[src/rtl/mips_ctrl_pkg.sv]
// Shared encodings for the multicycle MIPS controller: FSM states, opcodes,
// R-type funct codes and the ALU operation class.
package mips_ctrl_pkg;

  typedef enum logic [3:0] {
    FETCH    = 4'd0,
    DECODE   = 4'd1,
    MEMADR   = 4'd2,
    MEMRD    = 4'd3,
    MEMWB    = 4'd4,
    MEMWR    = 4'd5,
    EXECUTE  = 4'd6,
    ALUWB    = 4'd7,
    BRANCH   = 4'd8,
    ADDIEXEC = 4'd9,
    ADDIWB   = 4'd10,
    JUMP     = 4'd11
  } state_t;

  localparam logic [5:0] LW    = 6'b100011;
  localparam logic [5:0] SW    = 6'b101011;
  localparam logic [5:0] RTYPE = 6'b000000;
  localparam logic [5:0] BEQ   = 6'b000100;
  localparam logic [5:0] ADDI  = 6'b001000;
  localparam logic [5:0] J     = 6'b000010;

  localparam logic [5:0] F_ADD = 6'b100000;
  localparam logic [5:0] F_SUB = 6'b100010;
  localparam logic [5:0] F_AND = 6'b100100;
  localparam logic [5:0] F_OR  = 6'b100101;
  localparam logic [5:0] F_SLT = 6'b101010;

  localparam logic [2:0] ALU_AND = 3'b000;
  localparam logic [2:0] ALU_OR  = 3'b001;
  localparam logic [2:0] ALU_ADD = 3'b010;
  localparam logic [2:0] ALU_SUB = 3'b110;
  localparam logic [2:0] ALU_SLT = 3'b111;

  // 2'b11 is treated like ALUOP_FUNCT by the decoder.
  typedef enum logic [1:0] {
    ALUOP_ADD   = 2'b00,
    ALUOP_SUB   = 2'b01,
    ALUOP_FUNCT = 2'b10
  } aluop_t;

endpackage

[src/rtl/aludec.sv]
// Combinational ALU decoder: maps the FSM's ALU operation class and the
// R-type funct field onto the 3-bit ALU control code.
module aludec
  import mips_ctrl_pkg::*;
(
  input  aluop_t      aluop,
  input  logic [5:0]  funct,
  output logic [2:0]  alucontrol
);

  always_comb begin
    alucontrol = ALU_ADD;
    case (aluop)
      ALUOP_ADD: alucontrol = ALU_ADD;
      ALUOP_SUB: alucontrol = ALU_SUB;
      default: begin
        case (funct)
          F_ADD:   alucontrol = ALU_ADD;
          F_SUB:   alucontrol = ALU_SUB;
          F_AND:   alucontrol = ALU_AND;
          F_OR:    alucontrol = ALU_OR;
          F_SLT:   alucontrol = ALU_SLT;
          default: alucontrol = ALU_ADD;
        endcase
      end
    endcase
  end

endmodule

[src/rtl/multicycle_controller.sv]
// Moore-FSM control unit for a multicycle MIPS datapath; all outputs except
// pcen decode from the registered state, pcen also folds in the ALU zero flag.
module multicycle_controller
  import mips_ctrl_pkg::*;
(
  input  logic        clk,
  input  logic        reset,
  input  logic [5:0]  op,
  input  logic [5:0]  funct,
  input  logic        zero,
  output logic        pcen,
  output logic        memwrite,
  output logic        irwrite,
  output logic        regwrite,
  output logic        iord,
  output logic        alusrca,
  output logic        regdst,
  output logic        memtoreg,
  output logic [1:0]  alusrcb,
  output logic [1:0]  pcsrc,
  output logic [2:0]  alucontrol,
  output logic [3:0]  state
);

  state_t     state_q;
  state_t     state_n;
  aluop_t     aluop;
  logic       pcwrite;
  logic       branch;
  logic       state_valid;
  logic [2:0] dec_alucontrol;

  always_ff @(posedge clk) begin
    if (reset) state_q <= FETCH;
    else       state_q <= state_n;
  end

  always_comb begin
    state_n     = FETCH;
    state_valid = 1'b1;
    pcwrite     = 1'b0;
    branch      = 1'b0;
    memwrite    = 1'b0;
    irwrite     = 1'b0;
    regwrite    = 1'b0;
    iord        = 1'b0;
    alusrca     = 1'b0;
    regdst      = 1'b0;
    memtoreg    = 1'b0;
    alusrcb     = 2'b00;
    pcsrc       = 2'b00;
    aluop       = ALUOP_ADD;
    case (state_q)
      FETCH: begin
        state_n = DECODE;
        irwrite = 1'b1;
        pcwrite = 1'b1;
        alusrcb = 2'b01;
      end
      DECODE: begin
        alusrcb = 2'b11;
        case (op)
          LW, SW:  state_n = MEMADR;
          RTYPE:   state_n = EXECUTE;
          BEQ:     state_n = BRANCH;
          ADDI:    state_n = ADDIEXEC;
          J:       state_n = JUMP;
          default: state_n = FETCH;
        endcase
      end
      MEMADR: begin
        state_n = (op == LW) ? MEMRD : MEMWR;
        alusrca = 1'b1;
        alusrcb = 2'b10;
      end
      MEMRD: begin
        state_n = MEMWB;
        iord    = 1'b1;
      end
      MEMWB: begin
        memtoreg = 1'b1;
        regwrite = 1'b1;
      end
      MEMWR: begin
        iord     = 1'b1;
        memwrite = 1'b1;
      end
      EXECUTE: begin
        state_n = ALUWB;
        alusrca = 1'b1;
        aluop   = ALUOP_FUNCT;
      end
      ALUWB: begin
        regdst   = 1'b1;
        regwrite = 1'b1;
      end
      BRANCH: begin
        alusrca = 1'b1;
        aluop   = ALUOP_SUB;
        pcsrc   = 2'b01;
        branch  = 1'b1;
      end
      ADDIEXEC: begin
        state_n = ADDIWB;
        alusrca = 1'b1;
        alusrcb = 2'b10;
      end
      ADDIWB: regwrite = 1'b1;
      JUMP: begin
        pcsrc   = 2'b10;
        pcwrite = 1'b1;
      end
      // Encodings 12-15: recover to FETCH with every output forced low.
      default: state_valid = 1'b0;
    endcase
  end

  aludec u_aludec (
    .aluop      (aluop),
    .funct      (funct),
    .alucontrol (dec_alucontrol)
  );

  assign alucontrol = state_valid ? dec_alucontrol : 3'b000;
  assign pcen       = pcwrite | (branch & zero);
  assign state      = state_q;

endmodule

[config.mk]
export PLATFORM = sky130hd
export DESIGN_NAME = multicycle_controller
export DESIGN_NICKNAME = d
export VERILOG_FILES = /design/src/rtl/mips_ctrl_pkg.sv /design/src/rtl/aludec.sv /design/src/rtl/multicycle_controller.sv
export SDC_FILE = /design/constraint.sdc
export NUM_CORES = 1
export LEC_CHECK = 0
export CORE_MARGIN = 2
export CORE_UTILIZATION = 30
export CTS_CLUSTER_SIZE = 25
export DETAILED_ROUTE_END_ITERATION = 12
export HOLD_SLACK_MARGIN = 0.05
export PLACE_DENSITY = 0.74
export RECOVER_POWER = 50
export SLEW_MARGIN = 20
export SYNTH_ARGS = -nofsm -noshare
export SYNTH_HDL_FRONTEND = slang
export SYNTH_SLANG_ARGS = --single-unit
[constraint.sdc]
create_clock -name clk -period 1.9 [get_ports clk]
set_input_delay 0.57 -clock clk [delete_from_list [all_inputs] [get_ports clk]]
set_output_delay 0.57 -clock clk [all_outputs]
set_load 0.02 [all_outputs]
**Yosys cells after proc, flatten, opt, wreduce, memory -nomap -nowiden**

Cells that the tools add are included.

- Register bits: 4
- Bits in latches: 0
- Bits in writable memories: 0
- Bits in read-only memories: 0
- Logic and storage cells: 53
- Memories kept: 0

- Add/sub/neg operators: 0
- $mul: 0
- Divide/modulo/power cells: 0
- Magnitude comparators: 0
- Equal/unequal tests: 21
- Shift operators: 0
- Muxes and demuxes: 19
- Bitwise gates (word level): 2
- Reduce and logical (&&, ||, !) cells: 10

Operator list:

| kind | count |
|---|---|
| == test 6 bit, second input constant | 6 |
| case mux 4 bit (6 select lines) | 1 |
| case mux 4 bit (5 select lines) | 1 |
| == test 4 x 3 -> 1 bit, second input constant | 4 |
| == test 4 bit, second input constant | 4 |
| case mux 3 bit (4 select lines) | 1 |
| OR reduction 12 bit | 1 |
| two-way mux 1 bit | 10 |
| == test 4 x 2 -> 1 bit, second input constant | 2 |
| case mux 2 bit (2 select lines) | 2 |
| OR reduction 2 bit | 4 |
| == test 6 x 2 -> 1 bit, second input constant | 1 |
| == test 6 x 3 -> 1 bit, second input constant | 1 |
| == test 6 x 4 -> 1 bit, second input constant | 1 |
| zero test 6 bit | 1 |
| two-way mux 3 bit | 2 |
| case mux 2 bit (3 select lines) | 1 |
| case mux 3 bit (2 select lines) | 1 |
| == test 4 x 1 -> 1 bit, second input constant | 1 |
| zero test 4 bit | 1 |
| OR reduction 4 bit | 1 |
| OR reduction 3 bit | 1 |
| == test 2 x 1 -> 1 bit, second input constant | 1 |
| zero test 2 bit | 1 |
| 2 further kinds | 2 |

**Logic depth before layout (Yosys ltp)**

- Depth in word-level cells: 5
- Gate-level depth with buffers: 5
- Gate-level depth less buffers: 4

**Cells and area by module**

Synthesis repeated with hierarchy kept, for this count alone.

- Cell total of the unflattened synthesis: 78
- Area, all modules: 506.7 µm²

Modules (own cells, without submodules):

| module | times used | cells each | area an instance (µm²) | seq. area each (µm²) |
|---|---|---|---|---|
| multicycle_controller | 1 | 70 | 442.9 | 80.1 |
| aludec | 1 | 8 | 63.8 | 0.0 |

**Least setup slack after synthesis**

Ideal clock, no wire load.

- Path kind: register to output
- Start point: register state_q[3] (netlist: state[3])
- End point: output alucontrol[2]
- Data arrival time: 1630 ps
- Path slack: -300 ps
- Cell stages (with the launch flop): 5
- Path through: dfxtp_1 buf_2 nand2_1 nor3_1 o21bai_1

- Word-level cells in the longest chain between the ends: 5
- Elaborated cells on any way between the ends: 19

RTL lines:

| element | RTL line | text |
|---|---|---|
| from (decl) | multicycle_controller.sv:25 | `state_t state_q;` |
| from (signal assigned) | multicycle_controller.sv:35 | `else state_q <= state_n;` |
| == test 4 bit / == test 4 x 3 -> 1 bit (equally long branches) | multicycle_controller.sv:53 | `case (state_q)` |
| case mux 2 bit (2 select lines) | multicycle_controller.sv:53 |  |
| == test 2 x 1 -> 1 bit / zero test 2 bit (equally long branches) | aludec.sv:13 | `case (aluop)` |
| case mux 3 bit (2 select lines) | aludec.sv:13 |  |
| two-way mux 3 bit (*) | multicycle_controller.sv:124 | `assign alucontrol = state_valid ? dec_alucontrol : 3'b000;` |
| to (decl) | multicycle_controller.sv:21 | `output logic [2:0] alucontrol,` |

Every way passes the cells marked *; elsewhere a longest branch is shown, timed or not.

**Worst setup path after layout**

- Start point: input funct[4]
- End point: output alucontrol[1]

- Word-level cells in the longest chain between the ends: 4
- Elaborated cells on any way between the ends: 7

RTL lines:

| element | RTL line | text |
|---|---|---|
| from (decl) | multicycle_controller.sv:9 | `input logic [5:0] funct,` |
| == test 6 bit | aludec.sv:17 | `case (funct)` |
| case mux 3 bit (4 select lines) (*) | aludec.sv:17 |  |
| case mux 3 bit (2 select lines) (*) | aludec.sv:13 |  |
| two-way mux 3 bit (*) | multicycle_controller.sv:124 |  |

Marked as above.

==> run summary <==
Min-delay worst type = register to register
Synth top area share = 0.169
Netlist cell types = 30
Dpl hpwl = 1340 µm
Critical-path maximum fanout = 3
Crit path DAT = 1.56 ns
Routed Antenna Nets = 0
Pre-CTS setup slack = -0.999 ns
Clk_skew = 0.00263 ns
Setup repair after global routing missed its margin = true
Peak supply drop = 0.203 mV
Top cells by count, synth = 10 x nor2_1, 7 x a21oi_1, 6 x nand2_1
Fillcell total = 153
CP max stage delay = 0.58 ns
Worst setup path category = input port to primary output
Syn_nets = 85
Via count = 704
Top Ports = 34
Die ar. = 0.00191 mm²
Worst path bufs/invs = 2
H-tree Lvls = 1
GPL Wtd Cong = 0.801
EDFF count, synth = 0
Inst Count DP = 133
CTS tree = done
Slew @ Worst Pin = 0.312 ns
Area of the multi-input gates = 425 µm²
DRT iter0 DRCs = 4
Ys async rst share = 0
Req. time, crit path = 1.33 ns
Fin crit share = 1.12
Syn_area_per_cell = 6.77 µm²
Die width = 43.8 µm
Chip Height = 43.8 µm
Final hold violation count = 0
Sequential share of the synthesized area = 0.169
Global-route wire length before repair = 2860 µm
Fin crit period = 2.13 ns
Antenna Cells = 0
Layout cell share with drive strength beyond 1 = 0.467
Count leader, synth = nor2_1
Remaining Overflow, GRT = 0
Minimum hold slack = 0.679 ns
Max reg flops = 4
Slew Viols, Final = 0
Worst-case clock buffer depth = 2
Static Leak = 0.416 nW
Crit end category = primary output
Reg clk slew, reported paths = 0.03 ns
Largest cells by area after synthesis = dfxtp_1 17%, nor2_1 7.9%, a21oi_1 7.4%
Slew headroom = 0.792
Crit path cell chain = buf_2 -> or4b_4 -> nor2b_2 -> a21oi_2 -> buf_6
Drt pass-1 iters = 4
Hold-fix buffers at CTS = 0
Reg area = 83.8 µm²
TNS Setup = -0.961 ns
YS warnings = 0
Max Freq = 0.469 GHz
Area Overhead vs Synth = 106%
Rows = 14
GRT Total Usage = 0.199
Final WS setup = -0.232 ns
WL final = 1670 µm
Crit-path slowest cell = or4b_4
Synthesized instance count = 70
Finish-stage setup viols = 10
Fin nets = 137
Final std cells w/o fill = 136
Status = finished, violations left
Failing checks = negative setup slack
Worst Setup Start Kind = input port
Antenna violations before repair = 0
Via-per-instance ratio = 5.18
CORE AREA = 0.00149 mm²
Clock latency at the later pin of the worst-skew pair = 0.23 ns
Post-synth top area cell = dfxtp_1
Cell Pwr Density = 324 mW/mm²
Top FF cell, synth = dfxtp_1
DRC viols = 0
Number of buffers created by CTS = 3
Synthesized cell area = 474 µm²
Largest delay share family, worst path = simple AND/OR/NAND/NOR gates
Largest net degree at the start of global routing = 16
Max_cap viols = 0
Post-layout instance area = 976 µm²
IO buf count = 33
Post-DP Area = 998 µm²
Synth Register Bits = 4
Starting Density = 0.318
Clock root buffer = clkbuf_4
Clk sinks = 4
Routed wire length per instance = 12.3 µm
Vias in the first global route = 723
==> worst paths after layout <==
check,cells past startpoint,end,slack [ns],startpoint
worst min-delay path,3,state[3],0.68,state[3]
worst max register to register,6,state[3],0.18,state[1]
worst min register to register,3,state[3],0.68,state[3]
worst max-delay path,5,alucontrol[1],-0.23,funct[4]
==> final cells by class <==
cell class                 instances  share of cell area
multi-input combinational         59               0.436
timing repair buffer              51               0.423
sequential                         4              0.0859
clock buffer                       3              0.0231
tap                               16              0.0205
inverter                           3              0.0115
==> cells by family (layout without fill, tap and decap cells) <==
kind of cell              after synthesis  count (layout)  synth area share
and+or+nand+nor                        38              38             0.483
AOI/OAI and AO/OA                      19              19             0.248
buffers and inverters                   7              57            0.0633
DFF                                     4               4             0.169
xor gates and xnor gates                2               2            0.0369
==> power breakdown <==
group / internal [mW] / total (mW) / switching [mW]
sequential: 0.0875 / 0.0889 / 0.00140
combinational: 0.0662 / 0.125 / 0.0588
clock: 0.0705 / 0.103 / 0.0322
total: 0.224 / 0.316 / 0.0924
==> cell usage in the layout (no fill, tap or decap), types with 3 or more instances in the layout <==
cell / n
clkbuf_4: 3
buf_6: 7
nand3_1: 3
clkbuf_2: 7
clkdlybuf4s50_1: 7
dlygate4sd2_1: 7
buf_4: 17
a21oi_1: 6
nand2_1: 6
nor2_1: 9
dfxtp_2: 3
inv_1: 3
buf_2: 3
nor3_1: 3
==> routing by layer <==
metal,share of wire,vias to the layer above,global-route usage,routed length (µm)
li1,-,352,-,-
met1,0.35,322,0.185,585
met2,0.56,26,0.394,933
met3,0.070,4,0.0333,117
met4,0.019,0,0.115,31
met5,0,-,0,0
==> worst register-to-register path, cell delays in order (launching register included) <==
cell      delay (ns)
dfxtp_1         0.32
clkbuf_2        0.23
nand2b_1        0.26
clkbuf_1        0.14
nor4b_2         0.34
nand3_1         0.16
a31oi_1         0.18
==> what timing repair did <==
item | 4_1_cts | 5_1_grt
setup buffers | 0 | 1
gates resized for setup | 81 | 16
pin swaps | 8 | 6
setup endpoints to repair | 19 | 13
cloned | 0 | 0
==> metrics by stage <==
| step | power [mW] | utilization |
|---|---|---|
| final | 0.316 | 0.655 |
| after global routing | 0.343 | 0.655 |
| after CTS | 0.322 | 0.669 |
| after detailed placement | 0.227 | 0.671 |
| after global placement | 0.223 | 0.671 |
| after floorplan | 0.147 | - |
Note: power is estimated with default switching activity, not from simulation.
